$ cat src/rtl/pll_clock_supervisor_pkg.sv
// Shared types and helpers for the PLL clock supervisor.
package pll_clock_supervisor_pkg;

  typedef enum logic [1:0] {
    WAIT_LOCK,
    STABLE,
    HOLD_RST,
    RUN
  } state_t;

  function automatic int unsigned cnt_width(input int unsigned n);
    return (n > 1) ? $clog2(n) : 1;
  endfunction

endpackage

$ cat src/rtl/pll_clock_supervisor_ce_strobe_gen.sv
// One clock-enable channel: free-running divider, active only while enabled.
module ce_strobe_gen #(
  parameter int unsigned DIV_WIDTH = 16
) (
  input  logic                 clk,
  input  logic                 reset,
  input  logic                 enable,
  input  logic [DIV_WIDTH-1:0] div,
  output logic                 ce
);

  logic [DIV_WIDTH-1:0] cnt;
  logic [DIV_WIDTH-1:0] div_q;
  logic [DIV_WIDTH-1:0] last;

  // A divisor of 0 behaves like 1: strobe every enabled cycle.
  always_comb begin
    last = (div_q == '0) ? '0 : div_q - DIV_WIDTH'(1);
  end

  assign ce = enable && (cnt == last);

  // While disabled the latch tracks div, so it holds the value seen on the entry edge.
  always_ff @(posedge clk) begin
    if (reset) begin
      cnt   <= '0;
      div_q <= '0;
    end else if (!enable) begin
      cnt   <= '0;
      div_q <= div;
    end else if (ce) begin
      cnt   <= '0;
      div_q <= div;
    end else begin
      cnt   <= cnt + DIV_WIDTH'(1);
    end
  end

endmodule

$ cat src/rtl/pll_clock_supervisor.sv
// Qualifies the PLL lock, sequences a held system reset, drives CE strobes
// and records lock losses seen while running.
module pll_clock_supervisor
  import pll_clock_supervisor_pkg::*;
#(
  parameter int unsigned SYNC_STAGES        = 2,
  parameter int unsigned LOCK_STABLE_CYCLES = 1024,
  parameter int unsigned RESET_HOLD_CYCLES  = 16,
  parameter int unsigned NUM_CE             = 2,
  parameter int unsigned CE_DIV_WIDTH       = 16,
  parameter int unsigned LOSS_CNT_WIDTH     = 8
) (
  input  logic                           clock_in,
  input  logic                           reset,
  input  logic                           pll_locked,
  input  logic [NUM_CE*CE_DIV_WIDTH-1:0] ce_div,
  input  logic                           clear_status,
  output logic                           sys_reset,
  output logic                           ready,
  output logic [NUM_CE-1:0]              ce_out,
  output logic                           lock_lost_sticky,
  output logic [LOSS_CNT_WIDTH-1:0]      lock_loss_count
);

  localparam int unsigned SW = cnt_width(LOCK_STABLE_CYCLES);
  localparam int unsigned HW = cnt_width(RESET_HOLD_CYCLES);
  // Leave STABLE on the edge where the counter would reach LOCK_STABLE_CYCLES-1.
  localparam logic [SW-1:0] STABLE_LAST = SW'(LOCK_STABLE_CYCLES - 2);
  localparam logic [HW-1:0] HOLD_LAST   = HW'(RESET_HOLD_CYCLES - 1);

  logic [SYNC_STAGES-1:0] sync;
  logic                   lock_s;

  always_ff @(posedge clock_in) begin
    if (reset) sync <= '0;
    else       sync <= {sync[SYNC_STAGES-2:0], pll_locked};
  end

  assign lock_s = sync[SYNC_STAGES-1];

  state_t         state, next_state;
  logic [SW-1:0]  stable_cnt, stable_nxt;
  logic [HW-1:0]  hold_cnt, hold_nxt;

  always_ff @(posedge clock_in) begin
    if (reset) begin
      state      <= WAIT_LOCK;
      stable_cnt <= '0;
      hold_cnt   <= '0;
    end else begin
      state      <= next_state;
      stable_cnt <= stable_nxt;
      hold_cnt   <= hold_nxt;
    end
  end

  always_comb begin
    next_state = state;
    stable_nxt = '0;
    hold_nxt   = '0;
    case (state)
      WAIT_LOCK: if (lock_s) next_state = STABLE;
      STABLE: begin
        if (!lock_s)                      next_state = WAIT_LOCK;
        else if (stable_cnt == STABLE_LAST) next_state = HOLD_RST;
        else                              stable_nxt = stable_cnt + SW'(1);
      end
      HOLD_RST: begin
        if (!lock_s)                 next_state = WAIT_LOCK;
        else if (hold_cnt == HOLD_LAST) next_state = RUN;
        else                         hold_nxt   = hold_cnt + HW'(1);
      end
      RUN:     if (!lock_s) next_state = WAIT_LOCK;
      default: next_state = WAIT_LOCK;
    endcase
  end

  logic                      loss;
  logic                      sys_reset_nxt, ready_nxt, sticky_nxt;
  logic [LOSS_CNT_WIDTH-1:0] count_nxt;

  // A loss on the same cycle as clear_status restarts the count at one.
  always_comb begin
    loss          = (state == RUN) && !lock_s;
    sys_reset_nxt = (next_state != RUN);
    ready_nxt     = (next_state == RUN);
    sticky_nxt    = lock_lost_sticky;
    count_nxt     = lock_loss_count;
    if (loss) begin
      sticky_nxt = 1'b1;
      if (clear_status)              count_nxt = LOSS_CNT_WIDTH'(1);
      else if (lock_loss_count != '1) count_nxt = lock_loss_count + LOSS_CNT_WIDTH'(1);
    end else if (clear_status) begin
      sticky_nxt = 1'b0;
      count_nxt  = '0;
    end
  end

  always_ff @(posedge clock_in) begin
    if (reset) begin
      sys_reset        <= 1'b1;
      ready            <= 1'b0;
      lock_lost_sticky <= 1'b0;
      lock_loss_count  <= '0;
    end else begin
      sys_reset        <= sys_reset_nxt;
      ready            <= ready_nxt;
      lock_lost_sticky <= sticky_nxt;
      lock_loss_count  <= count_nxt;
    end
  end

  logic run_en;
  assign run_en = (state == RUN);

  for (genvar k = 0; k < NUM_CE; k++) begin : g_ce
    ce_strobe_gen #(
      .DIV_WIDTH(CE_DIV_WIDTH)
    ) u_ce (
      .clk    (clock_in),
      .reset  (reset),
      .enable (run_en),
      .div    (ce_div[k*CE_DIV_WIDTH +: CE_DIV_WIDTH]),
      .ce     (ce_out[k])
    );
  end

endmodule

$ cat config.mk
export PLATFORM = sky130hd
export DESIGN_NAME = pll_clock_supervisor
export DESIGN_NICKNAME = d
export VERILOG_FILES = /design/src/rtl/pll_clock_supervisor_pkg.sv /design/src/rtl/pll_clock_supervisor_ce_strobe_gen.sv /design/src/rtl/pll_clock_supervisor.sv
export SDC_FILE = /design/constraint.sdc
export NUM_CORES = 1
export LEC_CHECK = 0
export ABC_AREA = 1
export CORE_MARGIN = 3
export CORE_UTILIZATION = 58
export CTS_CLUSTER_DIAMETER = 50
export DETAILED_ROUTE_END_ITERATION = 8
export DONT_BUFFER_PORTS = 1
export PLACE_DENSITY = 0.76
export SLEW_MARGIN = 20
export SYNTH_ARGS = -nofsm -noshare
export SYNTH_HDL_FRONTEND = slang
export SYNTH_SLANG_ARGS = --single-unit
$ cat constraint.sdc
create_clock -name clock_in -period 2.1 [get_ports clock_in]
set_input_delay 0.525 -clock clock_in [delete_from_list [all_inputs] [get_ports clock_in]]
set_output_delay 0.525 -clock clock_in [all_outputs]
set_load 0.05 [all_outputs]
* Word-level counts from Yosys, hierarchy flattened
Cells that the tools add are included.
** Word-level totals
- Register bits after elaboration :: 93
- Output and inout port bits :: 13
- Logic and storage cells :: 68
** Operators by class
- Add/subtract/negate cells :: 7
- Equality and inequality tests :: 12
- Multiplexer cells :: 19
- Bitwise gates (word level) :: 4
- Reduce and logical (&&, ||, !) cells :: 14
** Operators by type and width (number)
- 16-bit 2-to-1 mux :: 6
- 16-bit by 1-bit adder with 16-bit output, second input constant :: 2
- 16-bit == test :: 2
- 16-bit zero test :: 2
- 8-bit 2-to-1 mux :: 4
- 16-bit by 1-bit subtractor with 16-bit output, second input constant :: 2
- 2-bit 2-to-1 mux :: 6
- 10-bit by 1-bit adder with 10-bit output, second input constant :: 1
- 10-bit == test, second input constant :: 1
- 8-bit by 1-bit adder with 8-bit output, second input constant :: 1
- 8-bit != test, second input constant :: 1
- 2-bit one-hot mux with 4 select lines :: 1
- 4-bit OR reduction :: 2
- 2-bit == test, second input constant :: 3
- 3-bit OR reduction :: 2
- 4-bit by 1-bit adder with 4-bit output, second input constant :: 1
- 4-bit == test, second input constant :: 1
- 2-bit != test, second input constant :: 2
- 1-bit inverter :: 4
- 2-bit nonzero test :: 2
- 1-bit logical AND :: 3
- 2-bit by 1-bit == test with 1-bit output, second input constant :: 1
- 2-bit zero test :: 1
- 1-bit 2-to-1 mux :: 2
- 3 further kinds :: 3

* Longest topological paths before layout
Gate-level depths: netlist (run 1).
- Depth in word-level cells :: 6
- Gate-level depth with buffers :: 17
- Depth with buffers taken out :: 16

* Hierarchy
Synthesis (run 1) repeated with hierarchy kept, for this count alone.
** Unflattened totals
- Cells, all modules :: 918
- Area, all modules :: 5967.0 um^2
** Modules (own cells, without submodules)
- ce_strobe_gen :: times used 2, cells each 363, area each 2280.9 um^2
- pll_clock_supervisor :: times used 1, cells each 192, area each 1405.1 um^2

* Least setup slack after synthesis (run 1)
Ideal clock, no wire load.
- Path type :: register to output
- From :: register g_ce[0].u_ce.div_q[0]
- To :: output ce_out[0]
- Arrival :: 1.868 ns
- Data required time :: 1.575 ns
- Slack :: -0.293 ns
- Stages on the path, launching flop included :: 13
- Cell sequence :: dfxtp_1 -> inv_1 -> ha_1 -> nand2_2 -> nor2_4 -> nand2_2 -> buf_6 -> nand4_1 -> nand2_1 -> nor3b_1 -> nand3b_1 -> nor3_1 -> buf_4
** On the way
- Longest elaborated chain between the ends :: 4
- Elaborated cells between the ends (all ways) :: 5
- Those cells by class :: add/sub (1); eq/ne (1); mux (1); reduce/logical (2)
** RTL lines
- start: declaration :: line pll_clock_supervisor_ce_strobe_gen.sv:13 : logic [DIV_WIDTH-1:0] div_q;
- start signal: assignment :: line pll_clock_supervisor_ce_strobe_gen.sv:30 : div_q <= div;
- start signal: assignment :: line pll_clock_supervisor_ce_strobe_gen.sv:33 : div_q <= div;
- 16-bit by 1-bit subtractor with 16-bit output or 16-bit zero test (tied branches) :: line pll_clock_supervisor_ce_strobe_gen.sv:18 : last = (div_q == '0) ? '0 : div_q - DIV_WIDTH'(1);
- 16-bit 2-to-1 mux (*) :: line pll_clock_supervisor_ce_strobe_gen.sv:18
- 16-bit == test (*) :: line pll_clock_supervisor_ce_strobe_gen.sv:21 : assign ce = enable && (cnt == last);
- 1-bit logical AND (*) :: line pll_clock_supervisor_ce_strobe_gen.sv:21
- end: declaration :: line pll_clock_supervisor.sv:20 : output logic [NUM_CE-1:0] ce_out,
Mark *: on every way between the ends. The rest lies on a longest branch, timed or not.

* Worst setup path after layout (run 1)
- From :: register g_ce[1].u_ce.div_q[1]
- To :: output ce_out[1]
** On the way
- Longest elaborated chain between the ends :: 4
- Elaborated cells between the ends (all ways) :: 5
- Those cells by class :: add/sub (1); eq/ne (1); mux (1); reduce/logical (2)
** RTL lines (line)
- start: declaration :: pll_clock_supervisor_ce_strobe_gen.sv:13
- start signal: assignment :: pll_clock_supervisor_ce_strobe_gen.sv:30
- start signal: assignment :: pll_clock_supervisor_ce_strobe_gen.sv:33
- 16-bit by 1-bit subtractor with 16-bit output or 16-bit zero test (tied branches) :: pll_clock_supervisor_ce_strobe_gen.sv:18
- 16-bit 2-to-1 mux (*) :: pll_clock_supervisor_ce_strobe_gen.sv:18
- 16-bit == test (*) :: pll_clock_supervisor_ce_strobe_gen.sv:21
- 1-bit logical AND (*) :: pll_clock_supervisor_ce_strobe_gen.sv:21
Marked as above.

==> results of run 1 <==
repair_timing:
item / in CTS / in global routing
buffers inserted: 17 / 20
pin swaps: 13 / 42
cloned: 8 / 2
setup endpoints to repair: 66 / 69
resized for setup: 67 / 140
critical path, cell delays in order, from the launching register on:
cell and delay [ns]:
dfxtp_2 0.35, inv_2 0.05, ha_4 0.17, nand2_4 0.09, nor2_4 0.04, nand2_4 0.11
clkbuf_16 0.17, buf_8 0.12, nand2_1 0.08, nand2_1 0.10, nand2_2 0.10, inv_1 0.08
nand4_1 0.10, nor2_1 0.12, nand2_1 0.09, nor3_2 0.14, buf_6 0.18
where the power goes:
group          switching (uW)  leakage [uW]  internal (uW)  total (uW)
Sequential               42.1      0.000763           1800        1840
Clock                     679     0.0000972            591        1270
Combinational             497       0.00246            334         831
routing by layer:
metal	global-route usage (%)	share of wire, %	wire length, um	vias to the layer above
li1	-	-	-	3109
met1	36.9	37	7590	3246
met2	53.3	47	9670	529
met3	8.44	11	2280	158
met4	12.2	5.9	1230	0
met5	0	0	0	-
area by class of cell:
cell class	instances	area, sq um	share of cell area (%)
repair buffers	135	1290	16.0
clock inverters	4	55.1	0.684
inverters	108	410	5.10
flip-flops and latches	93	1880	23.4
multi-input cells	662	4100	51.0
well taps	129	161	2.01
clock buffers	12	145	1.80
cells in the final DEF, fill, tap and decap left out, types with 24 or more instances in the layout:
cell and instances:
inv_1 99, nand2_1 194, xor2_1 26, dfxtp_1 79
nand3_2 36, nor2_1 90, nand3_1 59, nor2_4 25
buf_4 102, a21oi_2 24, nand4_1 34, nor2_2 38
flip-flops by register name (all words and copies together) (netlist names):
name,flops
g_ce.u_ce.div_q,32
hold_cnt,4
ready,1
sync,2
stable_cnt,10
lock_lost_sticky,1
lock_loss_count,8
sys_reset,1
g_ce.u_ce.cnt,32
state,2
cells by family (layout without fill, tap and decap cells):
logic type / Yosys count / in the layout / share of synthesized area, %
AOI/OAI and AO/OA: 69 / 69 / 6.18
xor gates and xnor gates: 30 / 30 / 4.52
adders and majority gates: 8 / 8 / 1.72
buffers and inverters: 136 / 259 / 10.6
DFF: 93 / 93 / 32.0
and+or+nand+nor: 551 / 555 / 44.9
per-stage QoR:
step	std cells	area, sq um
6_report	1143	8050
5_1_grt	1143	8050
4_1_cts	1124	7400
3_5_place_dp	1083	6640
3_3_place_gp	1083	6640
2_1_floorplan	887	5890
final timing paths:
kind	startpoint	to	slack, ns	depth (start not counted)
max	g_ce[1].u_ce.div_q[1]	ce_out[1]	-0.89	16
min	reset	lock_loss_count[1]	0.20	1
max reg2reg	g_ce[0].u_ce.div_q[3]	g_ce[0].u_ce.cnt[3]	-0.47	17
min reg2reg	sync[0]	sync[1]	0.41	2
==> results.cfg, run 1 <==
[outcome]
status = finished with violations
failed_checks = setup timing

[logic_synthesis]
yosys-top-cells-count = 215 x nand2_1, 136 x nor2_1, 107 x inv_1
async_flop_share_pct = 0
yosysTopAreaCell = dfxtp_1
synth_most_common_cell = nand2_1
synth_area_sq_mm = 0.00581
synth_seq_area_share_pct = 32.0
synth_ff_type = dfxtp_1
ys_ff_latch = 93
synthTopCellsByArea = dfxtp_1 32%, nand2_1 14%, nor2_1 8.8%
synth_top_area_share_pct = 32.0
avgSynthCellArea_sq_um = 6.55
postSynthCellCount = 887
synth-edff-count = 0
synth_nets = 931
yosys_warnings = 0
synth_cell_types = 36

[pwr]
power_per_cell_area_mw_per_mm2 = 490
peakVddDrop_mv = 0.510
report.power.total_uw = 3940
leakagePower_uw = 0.00332

[route]
wirelength_um = 20800
drtIter0Drc = 785
avgRoutedWirePerCell_um = 18.2
ant_nets = 0
drc = 0
viasPerCell = 6.16
vias = 7042
drt-pass1-iter-count = 8

[grt]
antenna_found_initial = 0
overflow = 0
grt_pass1_vias = 6260
grt_usage_pct = 31.1
grt_pass1_wl_um = 28400
grt_start_max_net_pins = 33

[setup_path]
critPathLaunchType = flip-flop
crit_fanout = 6
arrival_ns = 2.47
worstPathRequired_ns = 1.57
end_kind = primary output
path_class = reg -> out

[placement]
globalplace.congestion = 0.901
post-dp-hpwl_um = 11100
port_buffers = 0
dp_worst_setup_slack_ns = -0.347

[floorplan]
rows = 35
die_w_um = 106
initial_core_util_pct = 61.1
die_y_um = 106
ios = 49
core_sq_mm = 0.00950
die-area_sq_mm = 0.0113

[clocking]
cts_htree_levels = 3
cts.clk_slew.worst_paths_ns = 0.10
cts.sinks = 93
cts_buffer_depth = 2
root_buffer = clkbuf_8
cts_buffers = 9
clk_latency_ns = 0.39
cts_tree = yes
postCtsHoldBufs = 0

[timing]
rsz0062_at_grt = true
finalHoldViolCount = 0
fin_skew_ns = 0.0101
maxSlewViolCount = 0
setup_tns_ns = -24.77
finalCritPeriodShare_pct = 142
fin_ws_ns = -0.892
worstMarginPinSlew_ns = 0.700
hold_slack_ns = 0.195
fin_crit_ns = 2.99
slew-limit-headroom_pct = 53.3
setup_viol_count_final = 66
fmax_mhz = 334

[run]
drv_cap = 0

[finish]
area_delta_synth_final_pct = 38.5
fill_cells = 510
drive_gt1_share_pct = 35.9
final_core_util_pct = 84.7
nets = 1053
n_antenna_cell = 0

[min_path]
hold_path_class = in -> reg
No activity file was read; power rests on OpenSTA's default activity.
==> run 2: changes to the inputs <==
--- a/config.mk
+++ b/config.mk
@@ -8,6 +8,7 @@
 export ABC_AREA = 1
 export CORE_MARGIN = 3
 export CORE_UTILIZATION = 58
+export CTS_BUF_LIST = sky130_fd_sc_hd__clkbuf_16
 export CTS_CLUSTER_DIAMETER = 50
 export DETAILED_ROUTE_END_ITERATION = 8
 export DONT_BUFFER_PORTS = 1
==> run 2 against run 1 <==
Die area unchanged. The flow still finishes with violations (setup timing). Combinational power up 6.0%. Cell count up 0.17%.
==> results.cfg, run 2 (synthesis results as in run 1) <==
[outcome]
status = finished with violations
failed_checks = setup timing

[pwr]
report.power.total_uw = 4390
p_comb_share_pct = 20.1
clkPwrFrac_pct = 37.9
p_sw_uw = 1330
leakagePower_uw = 0.00337
peakVddDrop_mv = 0.598
pwr-share-seq_pct = 42.0
power_per_cell_area_mw_per_mm2 = 540
internal-power_uw = 3060
p_sw_share_pct = 30.3

[setup_path]
path_buf_inv = 1
crit_fanout = 5
arrival_ns = 2.70
path_class = reg -> out
worstSetupStartpoint = g_ce[0].u_ce.div_q[2]
worstPathRequired_ns = 1.57
endpoint = ce_out[0]
reg2reg_slack_ns = -0.71
critPathLaunchType = flip-flop
cp_top_family = simple AND/OR/NAND/NOR gates
r2r_cells = 14
end_kind = primary output
crit_chain = nor2_4 -> nand2_8 -> o21ai_0 -> nand3_1 -> nand2_1 -> nor3b_2 -> nand4_1 -> nor3_2 -> buf_6
critPathSlowestCell = o21ai_0
critical-path-max-stage-delay_ns = 0.55
crit_cells = 9
r2r-end = g_ce[0].u_ce.div_q[6]
r2r_start = g_ce[0].u_ce.div_q[2]

[timing]
worstMarginPinSlew_ns = 0.754
fin_skew_ns = 0.00720
finalHoldViolCount = 0
fmax_mhz = 310
rsz0062_at_grt = true
setup_viol_count_final = 66
setup_tns_ns = -34.94
hold_slack_ns = 0.231
fin_ws_ns = -1.12
maxSlewViolCount = 0
slew-limit-headroom_pct = 49.7
finalCritPeriodShare_pct = 153
fin_crit_ns = 3.22

[floorplan]
die_y_um = 106
core_sq_mm = 0.00950
rows = 35
ios = 49
die-area_sq_mm = 0.0113
die_w_um = 106
initial_core_util_pct = 61.1

[route]
ant_nets = 0
viasPerCell = 6.33
wirelength_um = 23100
avgRoutedWirePerCell_um = 20.2
drc = 0
drt-pass1-iter-count = 8
drtIter0Drc = 862
vias = 7243

[clocking]
cts.sinks = 93
root_buffer = clkbuf_16
cts_tree = yes
cts_buffers = 9
cts_buffer_depth = 2
cts_htree_levels = 3
cts.clk_slew.worst_paths_ns = 0.07
postCtsHoldBufs = 0
clk_latency_ns = 0.35

[finish]
drive_gt1_share_pct = 34.4
final_cell_mix = 190 x nand2_1, 105 x buf_4, 104 x nor2_1, 102 x inv_1, 77 x dfxtp_1
fill_cells = 481
final_core_util_pct = 85.7
area_delta_synth_final_pct = 40.2
final_common_cell = nand2_1
n_antenna_cell = 0
seq_area_sq_mm = 0.00189
nets = 1055
reg_top3 = g_ce.u_ce.cnt: 32 flops, g_ce.u_ce.div_q: 32 flops, stable_cnt: 10 flops
multi_input_area_sq_mm = 0.00408

[placement]
port_buffers = 0
globalplace.congestion = 0.901
post-dp-hpwl_um = 11100

[min_path]
hold_depth = 1
hold_path_class = in -> reg

[grt]
grt_usage_pct = 33.9
grt_pass1_vias = 6671
grt_pass1_wl_um = 30900
grt_start_max_net_pins = 33
antenna_found_initial = 0
overflow = 0

[run]
drv_cap = 0
-- run 2: worst min path at each step --
| stage | endpoint | startpoint |
|---|---|---|
| global route | lock_loss_count[1] | reset |
| global placement | sync[1] | sync[0] |
| CTS | lock_loss_count[0] | reset |
| floorplan | sync[1] | sync[0] |
| finish | lock_loss_count[0] | reset |
| detailed placement | sync[1] | sync[0] |
-- run 2: power by group through the flow --
stage,Clock [uW],Combinational (uW),Sequential [uW]
floorplan,0,383,1870
global placement,0,557,1870
detailed placement,0,577,1870
CTS,1650,671,1830
global route,1720,919,1850
finish,1670,881,1850
-- run 2: layout make-up --
class                      instances  share of cell area [%]
sequential                        93                    23.2
inverter                         108                    5.04
clock inverter                     7                   0.814
timing repair buffer             137                    16.1
multi-input combinational        662                    50.1
clock buffer                       9                    2.77
tap                              129                    1.98
-- run 2: metrics by stage --
step	instance area [sq um]	instances	setup slack [ns]
floorplan	5890	887	-0.110
global placement	6640	1083	-0.253
detailed placement	6640	1083	-0.347
CTS	7650	1130	-0.619
global route	8140	1145	-1.18
finish	8140	1145	-1.12
-- run 2: what timing repair did --
action | 4_1_cts | 5_1_grt
gates cloned | 9 | 1
pin swaps | 34 | 39
setup endpoints to repair | 66 | 69
gates resized for setup | 96 | 101
setup buffers | 22 | 16
-- run 2: worst register-to-register path, cell delays in order, from the launching register on --
cell and delay (ns):
dfxtp_4 0.37, nor2_4 0.24, nand2_8 0.11, o21ai_0 0.55, nand3_1 0.20, nand2_1 0.17
nand2_1 0.08, inv_1 0.07, nand2_1 0.07, nor2_2 0.14, nand3_4 0.14, buf_6 0.17
buf_16 0.15, a21oi_4 0.17, nor2_1 0.08
-- run 2: layer usage --
layer  track usage, %  wire [um]  vias up
met5                0          0        -
met4             14.0       1880        0
met3             9.78       2890      247
met2             59.1      10500      641
met1             38.8       7880     3252
li1                 -          -     3103
==> run 3: changes to the inputs <==
--- a/config.mk
+++ b/config.mk
@@ -6,7 +6,7 @@
 export NUM_CORES = 1
 export LEC_CHECK = 0
 export ABC_AREA = 1
-export CORE_MARGIN = 3
+export CORE_MARGIN = 8
 export CORE_UTILIZATION = 58
 export CTS_BUF_LIST = sky130_fd_sc_hd__clkbuf_16
 export CTS_CLUSTER_DIAMETER = 50
==> run 3 against run 2 <==
The flow still finishes with violations (setup timing). Critical path depth grew 2. Sequential share of layout area shrank 0.079 points. Global-route usage shrank 7.6 points. Non-clock buffer count shrank 1. First-iteration DRC count shrank 14%. Combinational power shrank 8.4%. Wire length shrank 12%. Cell count is essentially flat. Core utilization shrank 1.8 points. Clock skew grew 0.0041 ns. Sequential power is essentially flat. Hold slack lost 0.0055 ns. Highest routed layer unchanged.
==> results.cfg, run 3 (synthesis results as in run 1) <==
[setup_path]
worstPathRequired_ns = 1.57
path_class = reg -> out
end_kind = primary output
crit_fanout = 4
arrival_ns = 2.36
r2r_cells = 17
critPathLaunchType = flip-flop

[finish]
finish.instance_area_sq_mm = 0.00817
final_cell_mix = 194 x nand2_1, 103 x inv_1, 101 x buf_4, 97 x nor2_1, 76 x dfxtp_1
final_common_cell = nand2_1
area_delta_synth_final_pct = 40.6
seq_area_sq_mm = 0.00189
final_core_util_pct = 83.9
n_antenna_cell = 0
multi_input_area_sq_mm = 0.00410
drive_gt1_share_pct = 35.0
fill_cells = 581
nets = 1053
reg_top3 = g_ce.u_ce.cnt: 32 flops, g_ce.u_ce.div_q: 32 flops, stable_cnt: 10 flops

[grt]
grt_pass1_wl_um = 28300
grt_pass1_vias = 6205
antenna_found_initial = 0
grt_usage_pct = 26.2
grt_start_max_net_pins = 44
overflow = 0

[timing]
finalHoldViolCount = 0
slew-limit-headroom_pct = 64.5
worstMarginPinSlew_ns = 0.531
rsz0062_at_grt = true
fin_ws_ns = -0.790
fin_crit_ns = 2.89
finalCritPeriodShare_pct = 138
fin_skew_ns = 0.0113
setup_viol_count_final = 66
fmax_mhz = 346
maxSlewViolCount = 0

[route]
avgRoutedWirePerCell_um = 17.8
vias = 6737
drt-pass1-iter-count = 8
drtIter0Drc = 741
wirelength_um = 20400
viasPerCell = 5.88
ant_nets = 0
drc = 0

[floorplan]
core_sq_mm = 0.00973
die_w_um = 116
die-area_sq_mm = 0.0135
die_y_um = 116
ios = 49
rows = 36
initial_core_util_pct = 59.7

[clocking]
clk_latency_ns = 0.36
cts_htree_levels = 3
postCtsHoldBufs = 0
cts_tree = yes
cts.clk_slew.worst_paths_ns = 0.07
cts.sinks = 93
root_buffer = clkbuf_16
cts_buffers = 9
cts_buffer_depth = 2

[run]
drv_cap = 0

[placement]
dp_worst_setup_slack_ns = -0.317
globalplace.congestion = 0.940
placed_cell_area_sq_mm = 0.00668
port_buffers = 0
post-dp-hpwl_um = 11400

[pwr]
power_per_cell_area_mw_per_mm2 = 514
leakagePower_uw = 0.00337
report.power.total_uw = 4200
peakVddDrop_mv = 0.875

[min_path]
hold_depth = 1
hold_path_class = in -> reg

[outcome]
status = finished with violations
failed_checks = setup timing
-- run 3: cell types whose count changed in the layout (fill, tap and decap cells not counted), sizes merged --
cell and delta:
clkbuf +2, nand3 -1, buf -3, clkinvlp +1
inv -1, bufinv -1
-- run 3: through the flow --
| step | TNS, ns | instances | hold slack, ns |
|---|---|---|---|
| 2_1_floorplan | -0.196 | 887 | 0.388 |
| 5_1_grt | -32.16 | 1146 | 0.216 |
| 3_3_place_gp | -9.31 | 1090 | 0.398 |
| 4_1_cts | -14.13 | 1132 | 0.219 |
| 3_5_place_dp | -13.88 | 1090 | 0.416 |
| 6_report | -23.65 | 1146 | 0.226 |
-- run 3: area by class of cell --
type | count | share of cell area (%)
flip-flops and latches | 93 | 23.1
repair buffers | 136 | 16.4
clock buffers | 9 | 2.76
well taps | 133 | 2.04
multi-input cells | 661 | 50.2
clock inverters | 6 | 0.506
inverters | 108 | 5.00
-- run 3: path summary, 6_finish.rpt --
path | startpoint | end | slack (ns)
worst min register to register | sync[0] | sync[1] | 0.43
worst max register to register | g_ce[0].u_ce.div_q[4] | g_ce[0].u_ce.cnt[3] | -0.48
worst max-delay path | g_ce[0].u_ce.div_q[1] | ce_out[0] | -0.79
worst min-delay path | reset | lock_lost_sticky | 0.23
-- run 3: timing repair --
action | in CTS | in global routing
pin swaps | 19 | 31
setup endpoints to repair | 66 | 66
gates cloned | 6 | 4
buffers inserted | 23 | 11
gates resized for setup | 72 | 123
-- run 3: layer usage --
layer / track usage (%) / share of wire (%)
met5: 0 / 0
met4: 9.51 / 4.4
met3: 8.55 / 9.0
met2: 44.3 / 48
met1: 30.3 / 38
-- run 3: where the power goes --
| part | switching [uW] | internal (uW) |
|---|---|---|
| sequential | 42.7 | 1800 |
| combinational | 474 | 333 |
| clock | 747 | 797 |
| total | 1260 | 2930 |
-- run 3: critical path, cell delays in order (launching register included) --
cell     delay (ns)
dfxtp_2        0.34
inv_2          0.08
ha_4           0.18
nand2_8        0.08
buf_4          0.15
o21ai_1        0.24
nand3_1        0.16
nand2_1        0.12
nor3b_2        0.17
nand4_1        0.12
nor3_2         0.20
buf_6          0.19
